--- src/rtl/control_config_cursor_pkg.sv ---
// Shared mode encodings and per-mode cursor limits for the configuration cursor block.
package control_config_cursor_pkg;

  localparam logic [1:0] MODE_NORMAL = 2'd0;
  localparam logic [1:0] MODE_HORA   = 2'd1;
  localparam logic [1:0] MODE_FECHA  = 2'd2;
  localparam logic [1:0] MODE_TIMER  = 2'd3;

  localparam logic [1:0] MAX_CURSOR_HORA  = 2'd3;
  localparam logic [1:0] MAX_CURSOR_FECHA = 2'd3;
  localparam logic [1:0] MAX_CURSOR_TIMER = 2'd2;

  typedef enum logic [1:0] {
    NORMAL    = MODE_NORMAL,
    CFG_HORA  = MODE_HORA,
    CFG_FECHA = MODE_FECHA,
    CFG_TIMER = MODE_TIMER
  } state_e;

  function automatic logic [1:0] max_cursor(input state_e s);
    case (s)
      CFG_HORA:  return MAX_CURSOR_HORA;
      CFG_FECHA: return MAX_CURSOR_FECHA;
      CFG_TIMER: return MAX_CURSOR_TIMER;
      default:   return 2'd0;
    endcase
  endfunction

endpackage

--- src/rtl/control_config_cursor_temporizador_parpadeo.sv ---
// Cursor blink generator plus idle half-period counter used for the automatic
// exit from configuration.
module temporizador_parpadeo #(
  parameter int BLINK_HALF  = 25_000_000,
  parameter int IDLE_HALVES = 20
) (
  input  logic clk,
  input  logic reset,
  input  logic enable,
  input  logic restart,
  input  logic clear_idle,
  output logic parpadeo,
  output logic half_tick,
  output logic idle_last
);

  localparam int CW = (BLINK_HALF > 1) ? $clog2(BLINK_HALF) : 1;
  localparam int IW = $clog2(IDLE_HALVES + 1);
  localparam logic [CW-1:0] CNT_LAST  = CW'(BLINK_HALF - 1);
  localparam logic [IW-1:0] IDLE_LAST = IW'(IDLE_HALVES - 1);

  logic [CW-1:0] cnt_q, cnt_d;
  logic [IW-1:0] idle_q, idle_d;
  logic          par_q, par_d;
  logic          running_q, running_d;

  // Tick only from registered state so the top can feed its FSM decision
  // back into enable without a combinational loop.
  assign half_tick = running_q && (cnt_q == CNT_LAST);
  assign idle_last = (idle_q == IDLE_LAST);
  assign parpadeo  = par_q;

  always_comb begin
    cnt_d     = cnt_q;
    par_d     = par_q;
    idle_d    = idle_q;
    running_d = enable;
    if (!enable) begin
      cnt_d  = '0;
      par_d  = 1'b0;
      idle_d = '0;
    end else begin
      if (restart) begin
        cnt_d = '0;
        par_d = 1'b1;
      end else if (half_tick) begin
        cnt_d = '0;
        par_d = ~par_q;
      end else begin
        cnt_d = cnt_q + CW'(1);
      end
      if (clear_idle) begin
        idle_d = '0;
      end else if (half_tick && !idle_last) begin
        idle_d = idle_q + IW'(1);
      end
    end
  end

  always_ff @(posedge clk or posedge reset) begin
    if (reset) begin
      cnt_q     <= '0;
      par_q     <= 1'b0;
      idle_q    <= '0;
      running_q <= 1'b0;
    end else begin
      cnt_q     <= cnt_d;
      par_q     <= par_d;
      idle_q    <= idle_d;
      running_q <= running_d;
    end
  end

endmodule

--- src/rtl/control_config_cursor.sv ---
// Configuration-mode FSM and edit cursor for a clock/date/timer display, with
// blinking cursor and idle timeout back to normal mode.
module control_config_cursor
  import control_config_cursor_pkg::*;
#(
  parameter int BLINK_HALF  = 25_000_000,
  parameter int IDLE_HALVES = 20
) (
  input  logic       clk,
  input  logic       reset,
  input  logic       btn_mode,
  input  logic       btn_left,
  input  logic       btn_right,
  input  logic       btn_exit,
  output logic [1:0] config_mode,
  output logic [1:0] cursor_location,
  output logic       parpadeo,
  output logic       mode_change
);

  state_e     state_q, state_d;
  logic [1:0] cursor_q, cursor_d;
  logic       mode_change_q, mode_change_d;
  logic       any_btn, move, restart, enable;
  logic       half_tick, idle_last, timeout;
  logic [1:0] cmax;

  assign any_btn = btn_mode | btn_left | btn_right | btn_exit;
  assign timeout = half_tick && idle_last && !any_btn;
  assign cmax    = max_cursor(state_q);

  always_comb begin
    state_d  = state_q;
    cursor_d = cursor_q;
    move     = 1'b0;
    if (btn_exit) begin
      state_d = NORMAL;
    end else if (btn_mode) begin
      case (state_q)
        NORMAL:    state_d = CFG_HORA;
        CFG_HORA:  state_d = CFG_FECHA;
        CFG_FECHA: state_d = CFG_TIMER;
        default:   state_d = NORMAL;
      endcase
    end else if (timeout) begin
      state_d = NORMAL;
    end else if (state_q != NORMAL && (btn_left ^ btn_right)) begin
      move = 1'b1;
      if (btn_left) begin
        cursor_d = (cursor_q >= cmax) ? 2'd0 : cursor_q + 2'd1;
      end else begin
        cursor_d = (cursor_q == 2'd0) ? cmax : cursor_q - 2'd1;
      end
    end
    if (state_d != state_q || state_d == NORMAL) begin
      cursor_d = 2'd0;
    end
    mode_change_d = (state_d != state_q);
    enable        = (state_d != NORMAL);
    restart       = move || (enable && state_d != state_q);
  end

  always_ff @(posedge clk or posedge reset) begin
    if (reset) begin
      state_q       <= NORMAL;
      cursor_q      <= 2'd0;
      mode_change_q <= 1'b0;
    end else begin
      state_q       <= state_d;
      cursor_q      <= cursor_d;
      mode_change_q <= mode_change_d;
    end
  end

  temporizador_parpadeo #(
    .BLINK_HALF (BLINK_HALF),
    .IDLE_HALVES(IDLE_HALVES)
  ) u_timer (
    .clk       (clk),
    .reset     (reset),
    .enable    (enable),
    .restart   (restart),
    .clear_idle(any_btn),
    .parpadeo  (parpadeo),
    .half_tick (half_tick),
    .idle_last (idle_last)
  );

  assign config_mode     = state_q;
  assign cursor_location = cursor_q;
  assign mode_change     = mode_change_q;

endmodule

--- config.mk ---
export PLATFORM = sky130hd
export DESIGN_NAME = control_config_cursor
export DESIGN_NICKNAME = d
export VERILOG_FILES = /design/src/rtl/control_config_cursor_pkg.sv /design/src/rtl/control_config_cursor_temporizador_parpadeo.sv /design/src/rtl/control_config_cursor.sv
export SDC_FILE = /design/constraint.sdc
export NUM_CORES = 1
export LEC_CHECK = 0
export CAP_MARGIN = 20
export CORE_AREA = 2 2 57 98
export CTS_BUF_LIST = sky130_fd_sc_hd__clkbuf_16
export CTS_CLUSTER_SIZE = 25
export DETAILED_ROUTE_END_ITERATION = 8
export DIE_AREA = 0 0 59 100
export PLACE_DENSITY_LB_ADDON = 0.05
export SLEW_MARGIN = 10
export SYNTH_ARGS = -nofsm -noshare
export SYNTH_HDL_FRONTEND = slang
export SYNTH_SLANG_ARGS = --single-unit
--- constraint.sdc ---
create_clock -name clk -period 2.3 [get_ports clk]
set_input_delay 0.23 -clock clk [delete_from_list [all_inputs] [get_ports clk]]
set_output_delay 0.23 -clock clk [all_outputs]
set_load 0.02 [all_outputs]
Word level (Yosys, flattened, before mapping)
Index checks and enable logic that the tools add are counted.
{"block": "word_totals", "reg_bits": 37, "inputBits": 6, "wordCells": 72}
{"block": "classes", "n_addsub": 4, "n_lt_le_gt_ge": 1, "eq_ne": 11, "mux": 26, "bitwise": 5, "reduce_logical": 18}
{"op": "two-way mux 25 bit", "n": 3}
{"op": "adder 25 x 1 -> 25 bit, second input constant", "n": 1}
{"op": "== test 25 bit, second input constant", "n": 1}
{"op": "two-way mux 2 bit", "n": 11}
{"op": "two-way mux 5 bit", "n": 3}
{"op": "two-way mux 1 bit", "n": 7}
{"op": "logical AND 1 bit", "n": 6}
{"op": "logical NOT 2 bit", "n": 3}
{"op": "inequality test 2 x 1 -> 1 bit, second input constant", "n": 3}
{"op": "inequality test 3 bit, second input constant", "n": 2}
{"op": "case mux 2 bit (3 select lines)", "n": 1}
{"op": "nonzero test 2 bit", "n": 3}
{"op": "adder 5 x 1 -> 5 bit, second input constant", "n": 1}
{"op": "== test 5 bit, second input constant", "n": 1}
{"op": "== test 2 bit, second input constant", "n": 2}
{"op": "case mux 2 bit (2 select lines)", "n": 1}
{"op": "AND reduction 4 bit", "n": 1}
{"op": "OR 1 bit", "n": 3}
{"op": "adder 2 x 1 -> 2 bit, second input constant", "n": 1}
{"op": "== test 2 x 1 -> 1 bit, second input constant", "n": 1}
{"op": ">= comparator 2 bit", "n": 1}
{"op": "logical NOT 1 bit", "n": 2}
{"op": "logical OR 1 bit", "n": 2}
{"op": "inequality test 2 bit", "n": 1}
{"op": "4 further kinds", "n": 4}

Logic depth before layout (Yosys ltp)
Gate-level depths: netlist of the first run.
{"block": "depth", "ltp_word": 13, "ltp_mapped": 8, "ltp_nobuf": 7}

By module
A second synthesis of the first run with hierarchy kept.
{"block": "unflattened", "cells_unflattened": 242, "hier_area_um2": 2278.4}
{"module": "temporizador_parpadeo", "instances": 1, "cells_each": 178, "area_per_inst_um2": 1700.4, "seq_area_each_um2": 800.8}
{"module": "control_config_cursor", "instances": 1, "cells_each": 64, "area_per_inst_um2": 578.1, "seq_area_each_um2": 125.1}

Least setup slack after synthesis of the first run
Ideal clock, no wire load.
{"block": "synth_path", "path_type": "flip-flop to flip-flop", "startpoint": "reg state_q[0], in the netlist config_mode[0]", "endpoint": "reg u_timer.cnt_q[11]", "arrival_ps": 2190, "required_ps": 2231, "setup_slack_ps": 41, "path_stages_with_launch": 9, "period_less_slack_ps": 2259, "path_cell_list": "dfrtp_1 > inv_1 > ha_1 > nor2b_1 > o31a_1 > nor3_1 > nand3_4 > buf_12 > nor2_2"}
{"block": "synth_between", "elab_chain_cells": 9, "word_cells_on_any_way": 19, "classes_between": "3 x eq/ne; 10 x mux; 6 x reduce/logical"}
{"item": "start: declaration", "line_no": "control_config_cursor.sv:21", "rtl": "state_e state_q, state_d;"}
{"item": "start signal: assignment", "line_no": "control_config_cursor.sv:69", "rtl": "state_q <= state_d;"}
{"item": "== test 2 bit (tied with other cells)", "line_no": "control_config_cursor.sv:39", "rtl": "case (state_q)"}
{"item": "case mux 2 bit (3 select lines) or logical AND 1 bit (tied branches)", "line_no": "control_config_cursor.sv:39, control_config_cursor.sv:47"}
{"item": "two-way mux 2 bit or two-way mux 1 bit (tied branches)", "line_no": "control_config_cursor.sv:38, control_config_cursor.sv:47"}
{"item": "two-way mux 2 bit or two-way mux 1 bit (tied branches)", "line_no": "control_config_cursor.sv:36, control_config_cursor.sv:45"}
{"item": "inequality test 2 bit (tied with other cells)", "line_no": "control_config_cursor.sv:60", "rtl": "restart = move || (enable && state_d != state_q);"}
{"item": "logical AND 1 bit or two-way mux 1 bit (tied branches)", "line_no": "control_config_cursor.sv:60, control_config_cursor.sv:36"}
{"item": "logical OR 1 bit", "line_no": "control_config_cursor.sv:60"}
{"item": "two-way mux 25 bit", "line_no": "control_config_cursor_temporizador_parpadeo.sv:43", "rtl": "if (restart) begin"}
{"item": "two-way mux 25 bit *", "line_no": "control_config_cursor_temporizador_parpadeo.sv:38", "rtl": "if (!enable) begin"}
{"item": "net u_timer.cnt_d[11]", "line_no": "control_config_cursor_temporizador_parpadeo.sv:22", "rtl": "logic [CW-1:0] cnt_q, cnt_d;"}
{"item": "end signal: assignment", "line_no": "control_config_cursor_temporizador_parpadeo.sv:67", "rtl": "cnt_q <= cnt_d;"}
{"item": "end: declaration", "line_no": "control_config_cursor_temporizador_parpadeo.sv:22"}
The timed path passes the listed nets; every way through them passes the cells marked *.
A chain may end at the register's enable or synchronous reset.

Final worst setup path of the first run
{"block": "layout_path", "startpoint": "reg u_timer.cnt_q[7]", "endpoint": "reg u_timer.cnt_q[22]"}
{"block": "layout_between", "elab_chain_cells": 12, "word_cells_on_any_way": 18, "classes_between": "1 x add/sub; 2 x eq/ne; 9 x mux; 6 x reduce/logical"}
{"item": "== test 25 bit", "line_no": "control_config_cursor_temporizador_parpadeo.sv:29", "rtl": "assign half_tick = running_q && (cnt_q == CNT_LAST);"}
{"item": "logical AND 1 bit", "line_no": "control_config_cursor_temporizador_parpadeo.sv:29"}
{"item": "logical AND 1 bit (2 in series)", "line_no": "control_config_cursor.sv:29", "rtl": "assign timeout = half_tick && idle_last && !any_btn;"}
{"item": "two-way mux 2 bit", "line_no": "control_config_cursor.sv:45", "rtl": "end else if (timeout) begin"}
{"item": "two-way mux 2 bit", "line_no": "control_config_cursor.sv:38", "rtl": "end else if (btn_mode) begin"}
{"item": "two-way mux 2 bit", "line_no": "control_config_cursor.sv:36", "rtl": "if (btn_exit) begin"}
{"item": "inequality test 2 bit or nonzero test 2 bit (tied branches)", "line_no": "control_config_cursor.sv:60, control_config_cursor.sv:59"}
{"item": "logical AND 1 bit", "line_no": "control_config_cursor.sv:60"}
{"item": "logical OR 1 bit", "line_no": "control_config_cursor.sv:60"}
{"item": "two-way mux 25 bit", "line_no": "control_config_cursor_temporizador_parpadeo.sv:43"}
{"item": "two-way mux 25 bit *", "line_no": "control_config_cursor_temporizador_parpadeo.sv:38"}
{"item": "net u_timer.cnt_d[22]", "line_no": "control_config_cursor_temporizador_parpadeo.sv:22"}
Marked as above.

==> results.txt, run 1 <==
Die Y -> 100 microns
Via/cell ratio -> 5.54
Syn Std Cell Area -> 2220 sq um
TritonCTS clock tree -> done
Post-synthesis async set-or-reset flop share -> 1.00
Clock sink count -> 37
DRT Wirelength -> 4840 microns
Worst setup margin -> 0.241 ns
Initial Util -> 0.430
CP Class -> reg -> reg
Gr ovfl total -> 0
Critical path required time -> 2.46 ns
Dpl cells -> 301
Cell area after layout -> 2560 sq um
Top_reg_cell synth -> dfrtp_1
Worst-margin pin slew -> 0.550 ns
Tot Pwr -> 1.50 mW
First-pass GRT wire length -> 8160 microns
Layer carrying the most global-route usage -> met2
Sw Pwr -> 0.363 mW
Total core area -> 5170 sq um
Detail Placement HPWL -> 3650 microns
Unrepaired setup endpoints after global routing -> no
Resized cells post-CTS -> 0
Status -> completed
Switching share of power -> 0.242
IO Pins -> 12
Hold Violations, Final -> 0
Die Width -> 59 microns
Max Fclk -> 486 MHz
Core Util, Final -> 0.496
Syn Nets -> 244
Seq/Total Area, Yosys -> 0.417
CP startpoint kind -> flip-flop
Count of cell types in the netlist -> 44
Average size of a mapped cell -> 9.66 sq um
Top cells by area, synth -> dfrtp_1, xnor2_1, nor2_2, xor2_1, ha_1
Fin cells -> 308
Die ar. -> 5900 sq um
Antenna fix cells -> 0
Crit path max fanout -> 25
CP Capture Type -> flip-flop
Clock share of power -> 0.415
EDFF count, synth -> 0
CTS buffer count -> 5
Dpl ws -> 0.242 ns
Gpl congestion -> 0.776
Post-synth top area share -> 0.417
Setup tns final -> 0 ns
Logic gate share of total power -> 0.138
ANT nets after route -> 0
Final Max Tran Viols -> 0
Sequential Power Share -> 0.447
Synth area leader -> dfrtp_1
Worst hold slack -> 0.375 ns
Largest net degree at the start of global routing -> 38
Area Overhead vs Synth -> 15.5%
Vias in the first global route -> 1,737
Residual DRC count -> 0
GR Layer Usage met2 -> 0.362
Rel. slew slack -> 0.628
Hold buffer count at cts -> 0
Static Leak -> 0.984 nW
Class of the worst hold path -> in -> async
R2R setup slack -> 0.24 ns
YS warnings -> 0
Antenna violations before repair -> 0
Max Cap Viol -> 0
Maximum clock path buffer count -> 2
Share of cells above drive strength 1 -> 0.162
Drt wl/cell -> 15.7 microns
Finish-stage setup viols -> 0
Post-synthesis cell count -> 230
TritonRoute pass-1 iters -> 4
Fin nets -> 267
Clk slew on worst S/H paths -> 0.05 ns
Skew final -> 0.00695 ns
Met1 Usage GRT -> 0.183
Top-count cell post-synth -> dfrtp_1
Tot GR Track Use -> 0.183
Min Tclk post-route -> 2.06 ns
Vias -> 1,705
Commonest cells post-synth -> dfrtp_1, nor2_2, nor2_1
IO Port Bufs -> 11
Tcrit/Tclk final -> 0.895
Worst Reg-to-Reg Cells -> 6
H-Tree Depth -> 2
Placed inst area -> 2430 sq um
Reg-to-Reg Start -> u_timer.cnt_q[7]
Yosys reg bits -> 37
Arrival @ worst endpoint -> 2.22 ns
Internal power -> 1.14 mW
Pwr/cell area -> 586 nW/um^2
Worst skew pair latency -> 0.28 ns
Worst VDD drop -> 0.000386 V
GR Util met3 -> 0.0271
Reg2reg end -> u_timer.cnt_q[22]
Starting DRT DRC Count -> 70
Post-CTS repair timing setup buffer count -> 0
Cell Rows -> 35
Root Driver -> clkbuf_16
-- area by class of cell --
cell class / count / area (sq um)
Clock buffer: 5 / 125
Timing Repair Buffer: 20 / 190
Tap cell: 55 / 68.8
Clock inverter: 2 / 7.51
Fill cell: 511 / 2600
Sequential cell: 37 / 926
Multi-Input combinational cell: 175 / 1190
Inverter: 14 / 52.6
-- power by group through the flow --
stage	clock [mW]	sequential, mW	combinational (mW)
final	0.623	0.672	0.208
after global routing	0.670	0.673	0.232
after CTS	0.641	0.672	0.214
after detailed placement	0	0.684	0.212
after global placement	0	0.683	0.212
after floorplan	0	0.699	0.123
-- critical path: stages (launching register included) --
cell and delay (ns):
dfrtp_1 0.42, nor4_2 0.38, nand3_2 0.14, or4_4 0.61, nand3_4 0.12, buf_12 0.20
nor2_2 0.06
-- kinds of logic (layout without fill, tap and decap cells) --
| group | count (synthesis) | in the layout | share of synthesized area |
|---|---|---|---|
| AOI/OAI and AO/OA | 22 | 22 | 0.0637 |
| xor gates and xnor gates | 28 | 28 | 0.110 |
| adders and majority gates | 8 | 8 | 0.0451 |
| buffers and inverters | 18 | 41 | 0.0451 |
| DFF | 37 | 37 | 0.417 |
| muxes | 2 | 2 | 0.00901 |
| and+or+nand+nor | 115 | 115 | 0.310 |
-- worst max path at each step --
| stage | startpoint | to | slack, ns | cells past startpoint |
|---|---|---|---|---|
| 6_report | u_timer.cnt_q[7] | u_timer.cnt_q[22] | 0.24 | 6 |
| 5_1_grt | config_mode[0] | cursor_location[0] | 0.06 | 7 |
| 4_1_cts | u_timer.cnt_q[7] | u_timer.cnt_q[22] | 0.23 | 6 |
| 3_5_place_dp | u_timer.cnt_q[7] | u_timer.cnt_q[3] | 0.24 | 6 |
| 3_3_place_gp | u_timer.cnt_q[7] | u_timer.cnt_q[4] | 0.25 | 6 |
| 2_1_floorplan | config_mode[0] | u_timer.cnt_q[11] | 0.04 | 8 |
-- per-layer routing --
layer | vias to the layer above | wire length [microns] | share of wire
met1 | 836 | 1840 | 0.38
met3 | 2 | 85 | 0.018
met5 | - | 0 | 0
met2 | 19 | 2870 | 0.59
li1 | 848 | - | -
met4 | 0 | 39 | 0.0081
-- registers in the layout, indices dropped and copies added (netlist names) --
name	count
u_timer.parpadeo	1
mode_change	1
u_timer.cnt_q	25
u_timer.running_q	1
config_mode	2
u_timer.idle_q	5
cursor_location	2
-- cells in the final DEF (no fill, tap or decap), types with 2 or more instances in the layout --
master	count
a21oi_1	4
and3_1	3
mux2i_1	2
clkdlybuf4s50_1	11
ha_1	8
nand3_1	15
nor2_1	17
o21ai_0	6
xnor2_1	16
nor4_1	7
nor3_1	10
nand4_1	8
a211oi_1	4
dfrtp_1	37
a31oi_1	3
buf_4	8
clkbuf_16	5
xor2_1	12
nor2_2	20
nor2b_1	4
nand2_1	10
and2_1	3
and4_1	3
inv_1	15
(Power assumes the default switching activity.)
==> inputs of run 2 (changes only) <==
Settings changed: CAP_MARGIN 20 to 0.
==> results of run 2 <==
Same layout as run 1: the final DEF is identical, and so are final timing and power.
==> inputs of run 3 (changes only) <==
Settings changed: CAP_MARGIN 0 to 20, CTS_CLUSTER_SIZE 25 to 14, SLEW_MARGIN 10 to 0.
==> results of run 3 <==
Same layout as run 1: the final DEF is identical, and so are final timing and power.
